==> src/rtl/calculator_keypad_ctrl.sv <==
// Cursor-driven calculator keypad: edge-detects five buttons, walks a
// 6x4 key grid and assembles operands, operator and an exec pulse.
module calculator_keypad_ctrl #(
  parameter int MAX_DIGITS = 4
) (
  input  logic        clk,
  input  logic        rst,
  input  logic        mode,
  input  logic        btn_u,
  input  logic        btn_d,
  input  logic        btn_l,
  input  logic        btn_r,
  input  logic        btn_c,
  output logic [2:0]  pos_x,
  output logic [1:0]  pos_y,
  output logic [2:0]  op,
  output logic [15:0] op1,
  output logic [15:0] op2,
  output logic [15:0] input_screen,
  output logic [1:0]  calc_state,
  output logic        exec
);

  localparam logic [1:0] ST_OP1  = 2'd0;
  localparam logic [1:0] ST_OP2  = 2'd1;
  localparam logic [1:0] ST_SHOW = 2'd2;

  logic [4:0]  prev_q, prev_d;
  logic [2:0]  pos_x_q, pos_x_d;
  logic [1:0]  pos_y_q, pos_y_d;
  logic [2:0]  op_q, op_d;
  logic [15:0] op1_q, op1_d;
  logic [15:0] op2_q, op2_d;
  logic [15:0] scr_q, scr_d;
  logic [2:0]  cnt_q, cnt_d;
  logic [1:0]  st_q, st_d;
  logic        exec_q, exec_d;

  logic [4:0] btn, rise;
  logic       sel_c, sel_u, sel_d, sel_l, sel_r;
  logic [4:0] key_idx;
  logic [3:0] digit;
  logic       is_digit, is_clr, is_bs, is_op, is_exe, digit_ok;

  assign btn   = {btn_c, btn_u, btn_d, btn_l, btn_r};
  assign rise  = btn & ~prev_q;
  // one-hot action select, select wins over all moves
  assign sel_c = rise[4];
  assign sel_u = rise[3] & ~rise[4];
  assign sel_d = rise[2] & ~|rise[4:3];
  assign sel_l = rise[1] & ~|rise[4:2];
  assign sel_r = rise[0] & ~|rise[4:1];

  assign key_idx  = 5'(pos_y_q) * 5'd6 + 5'(pos_x_q);
  assign digit    = key_idx[3:0];
  assign is_digit = (pos_y_q != 2'd3) && (key_idx < 5'd16);
  assign is_clr   = (pos_y_q == 2'd2) && (pos_x_q == 3'd4);
  assign is_bs    = (pos_y_q == 2'd2) && (pos_x_q == 3'd5);
  assign is_op    = (pos_y_q == 2'd3) && (pos_x_q < 3'd5);
  assign is_exe   = (pos_y_q == 2'd3) && (pos_x_q == 3'd5);
  assign digit_ok = mode || (digit <= 4'd9);

  always_comb begin
    prev_d  = btn;
    pos_x_d = pos_x_q;
    pos_y_d = pos_y_q;
    op_d    = op_q;
    op1_d   = op1_q;
    op2_d   = op2_q;
    scr_d   = scr_q;
    cnt_d   = cnt_q;
    st_d    = st_q;
    exec_d  = 1'b0;
    unique case (1'b1)
      sel_c: begin
        if (is_clr) begin
          scr_d = '0;
          op1_d = '0;
          op2_d = '0;
          op_d  = '0;
          cnt_d = '0;
          st_d  = ST_OP1;
        end else if (is_bs) begin
          if (st_q != ST_SHOW && cnt_q != 3'd0) begin
            scr_d = scr_q >> 4;
            cnt_d = cnt_q - 3'd1;
          end
        end else if (is_exe) begin
          if (st_q == ST_OP2) begin
            op2_d  = scr_q;
            exec_d = 1'b1;
            st_d   = ST_SHOW;
          end
        end else if (is_op) begin
          op_d = pos_x_q;
          if (st_q != ST_OP2) begin
            // in SHOW op1 is kept as the chained result slot
            if (st_q == ST_OP1) op1_d = scr_q;
            scr_d = '0;
            cnt_d = '0;
            st_d  = ST_OP2;
          end
        end else if (is_digit && digit_ok) begin
          if (st_q == ST_SHOW) begin
            op1_d = '0;
            op2_d = '0;
            scr_d = {12'h000, digit};
            cnt_d = 3'd1;
            st_d  = ST_OP1;
          end else if (cnt_q != 3'(MAX_DIGITS)) begin
            scr_d = {scr_q[11:0], digit};
            cnt_d = cnt_q + 3'd1;
          end
        end
      end
      sel_u: pos_y_d = pos_y_q - 2'd1;
      sel_d: pos_y_d = pos_y_q + 2'd1;
      sel_l: pos_x_d = (pos_x_q == 3'd0) ? 3'd5 : pos_x_q - 3'd1;
      sel_r: pos_x_d = (pos_x_q == 3'd5) ? 3'd0 : pos_x_q + 3'd1;
      default: ;
    endcase
  end

  // prev levels reset high so a button held through reset is ignored
  always_ff @(posedge clk or posedge rst) begin
    if (rst) begin
      prev_q  <= '1;
      pos_x_q <= '0;
      pos_y_q <= '0;
      op_q    <= '0;
      op1_q   <= '0;
      op2_q   <= '0;
      scr_q   <= '0;
      cnt_q   <= '0;
      st_q    <= ST_OP1;
      exec_q  <= 1'b0;
    end else begin
      prev_q  <= prev_d;
      pos_x_q <= pos_x_d;
      pos_y_q <= pos_y_d;
      op_q    <= op_d;
      op1_q   <= op1_d;
      op2_q   <= op2_d;
      scr_q   <= scr_d;
      cnt_q   <= cnt_d;
      st_q    <= st_d;
      exec_q  <= exec_d;
    end
  end

  assign pos_x        = pos_x_q;
  assign pos_y        = pos_y_q;
  assign op           = op_q;
  assign op1          = op1_q;
  assign op2          = op2_q;
  assign input_screen = scr_q;
  assign calc_state   = st_q;
  assign exec         = exec_q;

endmodule

==> config.mk <==
export PLATFORM = sky130hd
export DESIGN_NAME = calculator_keypad_ctrl
export DESIGN_NICKNAME = d
export VERILOG_FILES = /design/src/rtl/calculator_keypad_ctrl.sv
export SDC_FILE = /design/constraint.sdc
export NUM_CORES = 1
export LEC_CHECK = 0
export BUFFER_PORTS_ARGS = -buffer_cell sky130_fd_sc_hd__buf_2
export CORE_MARGIN = 3
export CORE_UTILIZATION = 50
export CTS_CLUSTER_SIZE = 24
export DETAILED_ROUTE_END_ITERATION = 16
export HOLD_SLACK_MARGIN = 0.08
export PLACE_DENSITY_LB_ADDON = 0.12
export SLEW_MARGIN = 25
export SYNTH_ARGS = -nofsm -noshare
export SYNTH_HDL_FRONTEND = slang
export SYNTH_SLANG_ARGS = --single-unit
==> constraint.sdc <==
create_clock -name clk -period 2.4 [get_ports clk]
set_input_delay 0 -clock clk [delete_from_list [all_inputs] [get_ports clk]]
set_output_delay 0 -clock clk [all_outputs]
set_load 0.02 [all_outputs]
# Word-level counts from Yosys, hierarchy flattened
# Index checks and enable logic that the tools add are counted.
# totals
regBits	67
output_inout_bits	59
elab_cells	133
# op_classes
addsub	7
multipliers	1
magnitude_cmp	3
eq_ne	20
muxes	52
n_bitwise	7
reduce_logical	33
# ops
op	n
$mux W16	22
$mux W3	15
$reduce_and A6 Y1	3
$mux W2	8
$ne A3 B2 Y1 const B	5
$reduce_bool A3 Y1	5
$reduce_bool A4 Y1	3
$ne A2 B2 Y1 const B	4
$logic_and A1 B1 Y1	7
$reduce_and A7 Y1	1
$add A3 B1 Y3 const B	2
$eq A2 B2 Y1 const B	3
$eq A3 B3 Y1 const B	2
$ne A3 B3 Y1 const B	2
$pmux W3 S2	1
$reduce_bool A2 Y1	3
$sub A3 B1 Y3 const B	2
$add A5 B3 Y5	1
$and A5 B5 Y5	1
$lt A5 B5 Y1 const B	1
$mux W1	5
$not A5 Y5	1
$reduce_bool A5 Y1	1
$and A1 B1 Y1	4
other kinds (19)	21

# Longest topological paths before layout
# Gate-level depths: netlist of the first run.
# logic_depth
ltp_word	10
depth_mapped	12
mapped_depth_nobuf	11

# Worst setup path before layout of the first run
# OpenSTA, ideal clock, no wires.
# synth_path
path_type	flip-flop to flip-flop
from	register pos_y_q[0] (netlist: pos_y[0])
to	register scr_q[10] (netlist: input_screen[10])
arrival_ns	2.642
t_required_ns	2.275
path_slack_ns	-0.367
path_stages_with_launch	13
n_path_buf	1
cell_sequence	dfrtp_1 inv_1 ha_1 inv_1 ha_1 a21o_1 nand2_1 ha_1 inv_1 o311ai_2 o211ai_4 buf_6 mux2_4
# synth_via
elab_chain_len	7
# synth_lines
item	line_no	text
start, declared	30	logic [1:0] pos_y_q, pos_y_d;
start signal, assigned	140	pos_y_q <= pos_y_d;
$mul A2 B2 Y4	54	assign key_idx = 5'(pos_y_q) * 5'd6 + 5'(pos_x_q);
$add A5 B3 Y5	54	
$lt A5 B5 Y1 / $le A4 B4 Y1 (equally long branches)	56, 61	
$logic_and A1 B1 Y1 / $logic_or A1 B1 Y1 (equally long branches)	56, 61	
$logic_and A1 B1 Y1	103	end else if (is_digit && digit_ok) begin
$reduce_bool A4 Y1 (no source line)	--	
$reduce_and A6 Y1 (no source line)	--	
end signal, assigned	144	scr_q <= scr_d;
end, declared	34	logic [15:0] scr_q, scr_d;
# Parallel ways exist; a longest one is shown, timed or not. The select of a mux whose other input is x is not followed.
# A chain may end at the register's enable or synchronous reset.

# Worst setup path in the final report of the first run
# layout_path
from	register pos_y_q[0] (netlist: pos_y[0])
to	register scr_q[7] (netlist: input_screen[7])
# The elaborated chain is that of the path after synthesis.

==> metrics.csv, run 1 <==
stage,metric,value,unit
final_layout,diodes,0,
cts,cts_tree,built,
timing,worst_slack,-0.0520,ns
final_layout,drive_gt1_frac,0.408,
route,wl,7970,um
global_route,first_global_vias,2551,
power,p_leak,2.25,nW
route,met3_wirelength,319,um
yosys,synth-seq-cells,67,
worst_setup_path,cp-startpoint,pos_y[0],
placement,hpwlAfterDp,5540,um
yosys,netlist_instances,301,
yosys,synthFlopType,dfrtp_1,
route,drcViolationCount,0,
cts,cts.sink_count,67,
yosys,syn-num-nets,320,
global_route,grt_max_degree,41,
worst_setup_path,critPathMaxFanout,17,
global_route,overflow,0,
cts,clkSlewWorstSetupHoldPaths,0.08,ns
die,die_h,89.0,um
power,finalPower,0.00602,W
yosys,synth_top_cell_by_area,dfrtp_1,
die,die_x,89.0,um
timing,grt_setup_unrepaired,true,
worst_setup_path,reg2reg_depth,9,
yosys,syn_area_per_cell,11.4,um2
worst_setup_path,r2r-end,input_screen[7],
timing,min_period,2.45,ns
die,fp.dieArea,7920,um2
placement,portBuffers,66,
yosys,synth_enable_flop_cells,0,
worst_setup_path,timing.reg2reg.setup_slack,-0.05,ns
worst_setup_path,worstReg2RegStart,pos_y[0],
timing,final_hold_viol_count,0,
timing,fmax,408,MHz
global_route,grt_pass1_wl,12800,um
die,rows,29,
timing,setup_viol,19,
timing,skew,0.00992,ns
yosys,syn-cell-area,3440,um2
route,first_pass_iters,4,
route,drt-vias-per-instance,5.44,
yosys,synth.area.top_cells,"dfrtp_1 45%, a22o_1 7.1%, mux2i_1 5.8%",
final_layout,final_nets,416,
placement,gp_congestion,0.817,
min_path,hp-class,input port to async pin,
route,drt_iter0_drc,96,
placement,dpl_cell_area,4030,um2
worst_setup_path,path_class,flop to flop,
final_layout,stdcell_area,4350,um2
die,core,6490,um2
job,maxCapViolCount,0,
final_layout,syn_to_final_growth,26.3,%
timing,tns,-0.442,ns
cts,clock_path_buffers,2,
worst_setup_path,crit_end,input_screen[7],
power,powerDensity,1390,nW/um2
route,routedWlPerCell,16.6,um
timing,tightest_slew,0.604,ns
global_route,grt_antenna_before_repair,0,
cts,clk_latency,0.35,ns
power,ir_drop,0.00106,V
yosys,synthTopCellsByCount,"62 x dfrtp_1, 30 x inv_1, 30 x nand2_1, 28 x a22o_1, 20 x mux2i_1",
yosys,async_flop_share,1.00,
outcome,violations,negative setup slack,
worst_setup_path,startpoint_type,flop,
final_layout,fin_util,0.669,
cts,root_buffer,clkbuf_8,
route,met2_length,3970,um
route,met1_length,3550,um
worst_setup_path,end_kind,flop,
final_layout,n_fill_cell,506,
cts,cts.htree.levels,3,
cts,cts_made_buffers,9,
worst_setup_path,cp.required,2.63,ns
yosys,synth_cell_types,49,
timing,slew_violations,0,
yosys,seq_area_frac_synth,0.489,
yosys,yosysWarningCount,0,
outcome,status,"complete, but fails checks",
timing,whs,0.259,ns
timing,slew-limit-headroom,0.597,
route,ant_nets,0,
route,top_layer_used,met4,
yosys,synth_top_area_frac,0.451,
die,start_util,0.530,
timing,period_share,1.02,
die,io_pins,67,
route,vias,2604,
global_route,grtUsageTotal,0.216,
worst_setup_path,cp.arrival,2.69,ns
yosys,synth_most_common_cell,dfrtp_1,
how the worst min path moves through the flow:
stage,startpoint,to,slack [ns],cells after the start
3_5_place_dp,rst,op2[7],0.10,2
6_report,rst,op2[7],0.26,3
5_1_grt,btn_l,prev_q[1],0.31,2
2_1_floorplan,btn_r,prev_q[0],0.004,0
4_1_cts,rst,op2[7],0.27,3
3_3_place_gp,rst,op2[9],0.10,2
per-stage QoR:
stage / setup WS (ns) / instances
after floorplan: -0.102 / 301
after global placement: 0.00633 / 453
after detailed placement: -0.0957 / 453
after CTS: -0.0543 / 480
after global routing: -0.0935 / 479
final: -0.0520 / 479
placed cells by master (no fill, tap or decap), types with 4 or more instances in the layout:
master         synthesis  final
nor2_1                 8      8
mux2i_1               20     20
inv_1                 30     24
dlygate4sd3_1          0      6
dfstp_2                5      5
dfrtp_1               62     59
inv_2                  0      6
mux2_2                13     13
a21oi_1                8      8
nand2b_1               7      7
nor2b_1                5      4
buf_4                  0     19
nor3_1                 8      6
a22o_1                28     28
ha_1                  10      6
nand2_1               30     28
o21ai_0                8      8
mux2_4                 5      5
clkbuf_8               1      9
buf_2                  1     66
registers in the layout, indices dropped and copies added, names as in the netlist, 3 cells and up:
signal,count
pos_x,3
op2,16
prev_q,5
input_screen,16
cnt_q,3
op,3
op1,16
final cells by class:
type,count,area (um2),area share
tap,77,96.3,0.0222
timing repair buffer,97,627,0.144
sequential,67,1690,0.388
clock inverter,6,63.8,0.0147
multi-input combinational,192,1630,0.376
inverter,30,113,0.0259
clock buffer,10,128,0.0294
kinds of logic (layout without fill, tap and decap cells):
kind of cell               count (synthesis)  after routing  share of synthesized area
AOI/OAI and AO/OA                         59             59                      0.137
xor gates and xnor gates                   3              3                    0.00763
adders and majority gates                 11             11                     0.0422
buffers and inverters                     42            143                     0.0643
DFF                                       67             67                      0.489
muxes                                     38             38                      0.122
and+or+nand+nor                           81             81                      0.138
power breakdown:
part	switching (W)	internal (W)	total, W
Combinational	0.00173	0.00144	0.00317
Clock	0.000461	0.000480	0.000941
Sequential	0.000392	0.00152	0.00191
layer usage:
metal	vias to the layer above	track usage
met3	12	0.0369
li1	1247	-
met1	1294	0.291
met5	-	0
met2	51	0.346
met4	0	0.0947
what timing repair did:
item                                    in CTS  in global routing
cloned                                       0                  0
gates resized for setup                      2                  7
endpoints found under the hold margin       30                  0
endpoints found under the setup margin      35                 52
pin swaps                                    1                  0
hold buffers                                 6                  0
setup buffers                                5                  0
critical path, stage by stage (launching register included):
cell	delay, ns
dfrtp_2	0.43
inv_2	0.08
ha_4	0.21
fa_2	0.54
nor2b_4	0.16
nor3_4	0.06
o311ai_4	0.26
o211ai_4	0.12
buf_12	0.17
mux2_4	0.29
Note: power is estimated with default switching activity, not from simulation.
==> inputs of run 2 (changes only) <==
--- a/config.mk
+++ b/config.mk
@@ -5,6 +5,7 @@
 export SDC_FILE = /design/constraint.sdc
 export NUM_CORES = 1
 export LEC_CHECK = 0
+export ABC_AREA = 1
 export BUFFER_PORTS_ARGS = -buffer_cell sky130_fd_sc_hd__buf_2
 export CORE_MARGIN = 3
 export CORE_UTILIZATION = 50
==> metrics.csv, run 2 <==
stage,metric,value,unit,change
outcome,status,"complete, no violations",,
timing,period_share,0.955,,-0.0662
timing,setup_viol,0,,-19
power,ir_drop,0.000660,V,-38%
power,power.internal,0.00300,W,-13%
route,first_pass_iters,4,,unchanged
cts,clkSlewWorstSetupHoldPaths,0.07,ns,about the same
yosys,synth_enable_flop_cells,0,,unchanged
timing,tightest_slew,0.447,ns,-0.157 ns
global_route,first_global_vias,3072,,+20%
power,power_frac_comb,0.486,,-0.040
final_layout,layout_common_cells,"174 x nand2_1, 66 x buf_2, 59 x dfrtp_1",,
timing,min_period,2.29,ns,-0.159 ns
route,vias,3260,,+25%
yosys,syn-num-nets,464,,+45%
yosys,seq_area_frac_synth,0.478,,-0.0111
route,drcViolationCount,0,,unchanged
cts,cts_made_buffers,9,,unchanged
worst_setup_path,cp-startpoint,pos_y[1],,
placement,place_ws,0.0201,ns,+0.116 ns
cts,cts.sink_count,67,,unchanged
yosys,netlist_instances,445,,+48%
min_path,hp-class,input port to async pin,,
timing,slew-limit-headroom,0.702,,+0.105
timing,skew,0.0131,ns,+0.00315 ns
job,maxCapViolCount,0,,unchanged
cts,clk_latency,0.35,ns,about the same
worst_setup_path,critPathMaxFanout,5,,-12
global_route,grtUsageTotal,0.225,,+0.00908
placement,hpwlAfterDp,6310,um,+14%
cts,cts.htree.levels,3,,unchanged
final_layout,syn_to_final_growth,27.2,%,
final_layout,final_nets,557,,+34%
final_layout,drive_gt1_frac,0.265,,-0.143
yosys,syn-cell-area,3520,um2,+2.3%
yosys,synth_most_common_cell,nand2_1,,
cts,root_buffer,clkbuf_8,,
timing,worst_slack,0.107,ns,+0.159 ns
route,ant_nets,0,,unchanged
die,fp.dieArea,8090,um2,+2.2%
die,core,6570,um2,+1.1%
worst_setup_path,cp.required,2.63,ns,about the same
power,switching_share,0.451,,+0.0214
worst_setup_path,path_class,flop to flop,,
worst_setup_path,cp.arrival,2.53,ns,-0.16 ns
yosys,synth_top_cell_by_area,dfrtp_1,,
power,switchingPower,0.00246,W,-4.8%
power,pwr-share-seq,0.321,,+0.003
global_route,overflow,0,,unchanged
yosys,synth-seq-cells,67,,unchanged
yosys,syn_area_per_cell,7.91,um2,-31%
worst_setup_path,worstReg2RegStart,pos_y[1],,
yosys,synth_top_area_frac,0.440,,-0.0102
power,p_leak,2.49,nW,+11%
yosys,yosysWarningCount,0,,unchanged
timing,final_hold_viol_count,0,,unchanged
timing,slew_violations,0,,unchanged
route,wl,9300,um,+17%
die,io_pins,67,,unchanged
worst_setup_path,end_kind,flop,,
yosys,synthTopCellsByCount,"175 x nand2_1, 62 x dfrtp_1, 44 x nand3_1, 38 x inv_1, 25 x o21ai_0",,
die,die_x,89.9,um,+1.1%
yosys,async_flop_share,1.00,,unchanged
die,rows,29,,unchanged
power,p_clk_frac,0.194,,+0.038
global_route,grt_antenna_before_repair,0,,unchanged
worst_setup_path,timing.reg2reg.setup_slack,0.11,ns,+0.16 ns
final_layout,n_fill_cell,565,,+12%
worst_setup_path,reg2reg_depth,14,,+5
route,drt-vias-per-instance,5.13,,-5.7%
placement,gp_congestion,0.898,,+9.9%
yosys,synth.area.top_cells,"dfrtp_1 44%, nand2_1 19%, nand3_1 6.3%",,
placement,portBuffers,66,,unchanged
power,powerDensity,1220,nW/um2,-12%
worst_setup_path,startpoint_type,flop,,
final_layout,diodes,0,,unchanged
cts,clock_path_buffers,2,,unchanged
die,start_util,0.536,,+0.00634
die,die_h,89.9,um,+1.1%
yosys,synth_cell_types,33,,-33%
global_route,grt_max_degree,33,,-20%
yosys,synthFlopType,dfrtp_1,,
global_route,grt_pass1_wl,14800,um,+16%
cts,cts_tree,built,,
final_layout,layout_commonest_cell,nand2_1,,
timing,fmax,436,MHz,+6.9%
route,routedWlPerCell,14.6,um,-12%
power,finalPower,0.00546,W,-9.3%
route,drt_iter0_drc,216,,+130%
-- run 2: area by class of cell --
cell class / instances / area, um2 / area share
Inverter: 43 / 164 / 0.0366
Multi-Input combinational cell: 323 / 1640 / 0.367
Sequential cell: 67 / 1690 / 0.376
Tap cell: 93 / 116 / 0.0260
Clock inverter: 6 / 88.8 / 0.0198
Timing Repair Buffer: 94 / 644 / 0.144
Clock buffer: 10 / 138 / 0.0307
-- run 2: path summary, 6_finish.rpt --
path | endpoint
worst min-delay path | pos_y[0]
worst max-delay path | input_screen[7]
max in group asynchronous | op2[11]
worst max register to register | input_screen[7]
min in group clk | prev_q[1]
worst min register to register | op1[0]
-- run 2: metal layers --
| metal | share of wire | up-vias | wire length [um] | global-route usage |
|---|---|---|---|---|
| met1 | 0.43 | 1541 | 3980 | 0.282 |
| li1 | - | 1600 | - | - |
| met2 | 0.50 | 101 | 4630 | 0.395 |
| met3 | 0.058 | 18 | 543 | 0.0476 |
| met4 | 0.015 | 0 | 140 | 0.0651 |
| met5 | 0 | - | 0 | 0 |
-- run 2: kinds of logic (layout without fill, tap and decap cells) --
logic type / after synthesis / after routing / synth area share
AOI/OAI and AO/OA: 42 / 42 / 0.0675
buffers and inverters: 57 / 153 / 0.0782
DFF: 67 / 67 / 0.478
and+or+nand+nor: 263 / 265 / 0.323
adders and majority gates: 11 / 11 / 0.0412
xor gates and xnor gates: 5 / 5 / 0.0124
-- run 2: per-stage QoR --
stage | hold slack [ns] | area [um2] | std cells | util | setup TNS, ns
after global routing | 0.247 | 4480 | 636 | 0.682 | -0.792
after CTS | 0.193 | 4300 | 629 | 0.654 | 0
final | 0.212 | 4480 | 636 | 0.682 | 0
after floorplan | 0.00448 | 3520 | 445 | - | 0
after global placement | 0.0268 | 3990 | 606 | 0.608 | 0
after detailed placement | 0.0298 | 3990 | 606 | 0.608 | 0
-- run 2: critical path, stage by stage, from the launching register on --
cell and delay (ns):
dfrtp_1 0.42, ha_4 0.29, inv_1 0.04, ha_1 0.26, nand2_1 0.06, inv_1 0.04
o21ai_2 0.11, ha_2 0.19, a21boi_2 0.18, nor2_2 0.07, nor2_4 0.15, buf_12 0.15
nand2_4 0.08, nand2_1 0.09, nand2_1 0.06
-- run 2: power groups by stage --
stage | sequential [W] | clock, W | combinational, W
2_1_floorplan | 0.00199 | 0 | 0.00131
3_3_place_gp | 0.00175 | 0 | 0.00227
3_5_place_dp | 0.00176 | 0 | 0.00232
4_1_cts | 0.00174 | 0.00108 | 0.00237
5_1_grt | 0.00179 | 0.00113 | 0.00293
6_report | 0.00175 | 0.00106 | 0.00265
-- run 2: timing repair --
item / 4_1_cts / 5_1_grt
buffers inserted: 0 / 3
gates cloned: 1 / 4
hold buffers: 6 / 0
gates resized for setup: 3 / 22
endpoints found under the setup margin: 1 / 54
pin swaps: 1 / 6
endpoints found under the hold margin: 24 / 0
==> inputs of run 3 (changes only) <==
--- a/config.mk
+++ b/config.mk
@@ -12,7 +12,9 @@
 export CTS_CLUSTER_SIZE = 24
 export DETAILED_ROUTE_END_ITERATION = 16
 export HOLD_SLACK_MARGIN = 0.08
+export MAX_ROUTING_LAYER = met4
 export PLACE_DENSITY_LB_ADDON = 0.12
+export RECOVER_POWER = 50
 export SLEW_MARGIN = 25
 export SYNTH_ARGS = -nofsm -noshare
 export SYNTH_HDL_FRONTEND = slang
==> metrics.csv, run 3 (synthesis gave the netlist of run 2 again) <==
stage,metric,value,unit,change
outcome,status,"complete, no violations",,
final_layout,multi_input_area,1630,um2,-0.61%
cts,cts_tree,built,,
worst_setup_path,critPathMaxFanout,6,,+1
timing,worst_slack,0.0648,ns,-0.0421 ns
cts,clkSlewWorstSetupHoldPaths,0.08,ns,about the same
cts,root_buffer,clkbuf_8,,
worst_setup_path,cp.required,2.65,ns,+0.02 ns
worst_setup_path,r2r-end,input_screen[10],,
power,pwr-share-seq,0.337,,+0.016
route,routedWlPerCell,13.9,um,-4.7%
cts,clock_path_buffers,2,,unchanged
timing,period_share,0.973,,+0.0176
min_path,hp-class,input port to flop,,
final_layout,syn_to_final_growth,22.0,%,
worst_setup_path,crit_end,input_screen[10],,
global_route,use_met2,0.398,,+0.00313
job,maxCapViolCount,0,,unchanged
cts,cts.htree.levels,3,,unchanged
power,power_frac_comb,0.481,,-0.005
placement,gp_congestion,0.948,,+5.6%
worst_setup_path,path_class,flop to flop,,
placement,place_ws,0.0109,ns,-0.00922 ns
global_route,grt_antenna_before_repair,0,,unchanged
global_route,use_met3,0.0626,,+0.0150
timing,tightest_slew,1.26,ns,+0.812 ns
final_layout,layout_common_cells,"173 x nand2_1, 60 x dfrtp_1, 43 x nand3_1",,
final_layout,final-seq-area,1690,um2,about the same
die,core,6570,um2,unchanged
global_route,use_met1,0.290,,+0.00887
worst_setup_path,critPathBufInv,4,,+1
timing,setup_viol,0,,unchanged
timing,min_period,2.34,ns,+0.0421 ns
global_route,grtUsageTotal,0.239,,+0.0134
power,switching_share,0.464,,+0.0136
final_layout,drive_gt1_frac,0.176,,-0.0893
worst_setup_path,worstReg2RegStart,pos_y[0],,
worst_setup_path,reg2reg_depth,12,,-2
global_route,overflow,0,,unchanged
worst_setup_path,slowest_delay,0.48,ns,+0.06 ns
timing,whs,0.284,ns,+0.0724 ns
timing,skew,0.00950,ns,-0.00356 ns
route,ant_nets,0,,unchanged
worst_setup_path,startpoint_type,flop,,
die,fp.dieArea,8090,um2,unchanged
power,powerDensity,1200,nW/um2,-1.2%
worst_setup_path,timing.reg2reg.setup_slack,0.06,ns,-0.04 ns
cts,cts_made_buffers,9,,unchanged
worst_setup_path,cpMostUsedCell,buf_4,,
cts,clk_latency,0.36,ns,about the same
placement,portBuffers,66,,unchanged
power,ir_drop,0.000875,V,+33%
cts,cts.sink_count,67,,unchanged
timing,slew_violations,0,,unchanged
route,drcViolationCount,0,,unchanged
worst_setup_path,cp.depth,12,,-2
die,start_util,0.536,,unchanged
worst_setup_path,cp.arrival,2.58,ns,+0.05 ns
final_layout,diodes,0,,unchanged
global_route,grt_max_degree,33,,unchanged
power,p_clk_frac,0.181,,-0.013
power,power.internal,0.00277,W,-7.6%
worst_setup_path,critPathTopFamily,adder cells,,
final_layout,n_fill_cell,621,,+9.9%
die,rows,29,,unchanged
route,drt_iter0_drc,243,,+13%
route,wl,8820,um,-5.1%
worst_setup_path,cp_slowest_cell,fa_1,,
global_route,grt_pass1_wl,15000,um,+1.6%
worst_setup_path,crit_path_cell_trace,"buf_4, ha_1, inv_1, fa_1, a21oi_2, a21boi_2, nor2_2, nor2_4, buf_4, buf_4, nand3_1, nand2_1",,
route,vias,3217,,-1.3%
global_route,first_global_vias,3044,,-0.91%
power,switchingPower,0.00240,W,-2.4%
worst_setup_path,cp-startpoint,pos_y[0],,
route,first_pass_iters,4,,unchanged
die,die_x,89.9,um,unchanged
power,p_leak,2.27,nW,-8.8%
timing,final_hold_viol_count,0,,unchanged
final_layout,final_nets,555,,-0.36%
timing,fmax,428,MHz,-1.8%
worst_setup_path,end_kind,flop,,
die,io_pins,67,,unchanged
final_layout,layout_commonest_cell,nand2_1,,
timing,slew-limit-headroom,0.161,,-0.541
route,drt-vias-per-instance,5.08,,-0.85%
die,die_h,89.9,um,unchanged
global_route,top_usage_layer,met2,,
placement,hpwlAfterDp,6310,um,about the same
## run 3: how the worst min path moves through the flow
stage | cells past startpoint | slack (ns) | endpoint | startpoint
floorplan | 0 | 0.004 | prev_q[0] | btn_r
global placement | 2 | 0.02 | pos_y[1] | rst
CTS | 3 | 0.18 | pos_y[0] | rst
finish | 2 | 0.28 | prev_q[0] | btn_r
global route | 2 | 0.28 | prev_q[0] | btn_r
detailed placement | 2 | 0.02 | pos_y[1] | rst
## run 3: final cells by class
| cell class | count | area share |
|---|---|---|
| flip-flops and latches | 67 | 0.392 |
| multi-input cells | 323 | 0.380 |
| repair buffers | 92 | 0.117 |
| inverters | 43 | 0.0382 |
| clock buffers | 10 | 0.0320 |
| well taps | 93 | 0.0271 |
| clock inverters | 5 | 0.0125 |
## run 3: stage by stage
step | TNS, ns | instance area [um2] | utilization | instances | total power, W
after floorplan | 0 | 3520 | - | 445 | 0.00330
after global placement | 0 | 4000 | 0.609 | 607 | 0.00402
final | 0 | 4300 | 0.654 | 633 | 0.00517
after global routing | -0.0792 | 4300 | 0.654 | 633 | 0.00556
after detailed placement | 0 | 4000 | 0.609 | 607 | 0.00407
after CTS | 0 | 4300 | 0.655 | 631 | 0.00514
## run 3: layer usage
metal / vias to the layer above / part of all wire / wire, um
met1: 1522 / 0.44 / 3880
met3: 18 / 0.047 / 416
li1: 1592 / - / -
met4: 0 / 0.017 / 148
met2: 85 / 0.50 / 4380
met5: - / 0 / 0
## run 3: timing repair
action | 4_1_cts | 5_1_grt
buffers inserted | 0 | 2
hold endpoints to repair | 33 | 0
resized for setup | 9 | 12
hold buffers | 6 | 0
pin swaps | 1 | 3
endpoints found under the setup margin | 15 | 54
cloned | 3 | 0
## run 3: worst reg2reg max path: stages (launching register included)
cell and delay, ns:
dfrtp_2 0.42, buf_4 0.15, ha_1 0.20, inv_1 0.08, fa_1 0.48, a21oi_2 0.21
a21boi_2 0.08, nor2_2 0.13, nor2_4 0.04, buf_4 0.15, buf_4 0.16, nand3_1 0.08
nand2_1 0.05
## run 3: power by group through the flow
stage	clock network (W)	registers, W	logic [W]
2_1_floorplan	0	0.00199	0.00131
6_report	0.000939	0.00174	0.00249
3_3_place_gp	0	0.00175	0.00227
3_5_place_dp	0	0.00175	0.00232
5_1_grt	0.00101	0.00179	0.00277
4_1_cts	0.000963	0.00174	0.00244
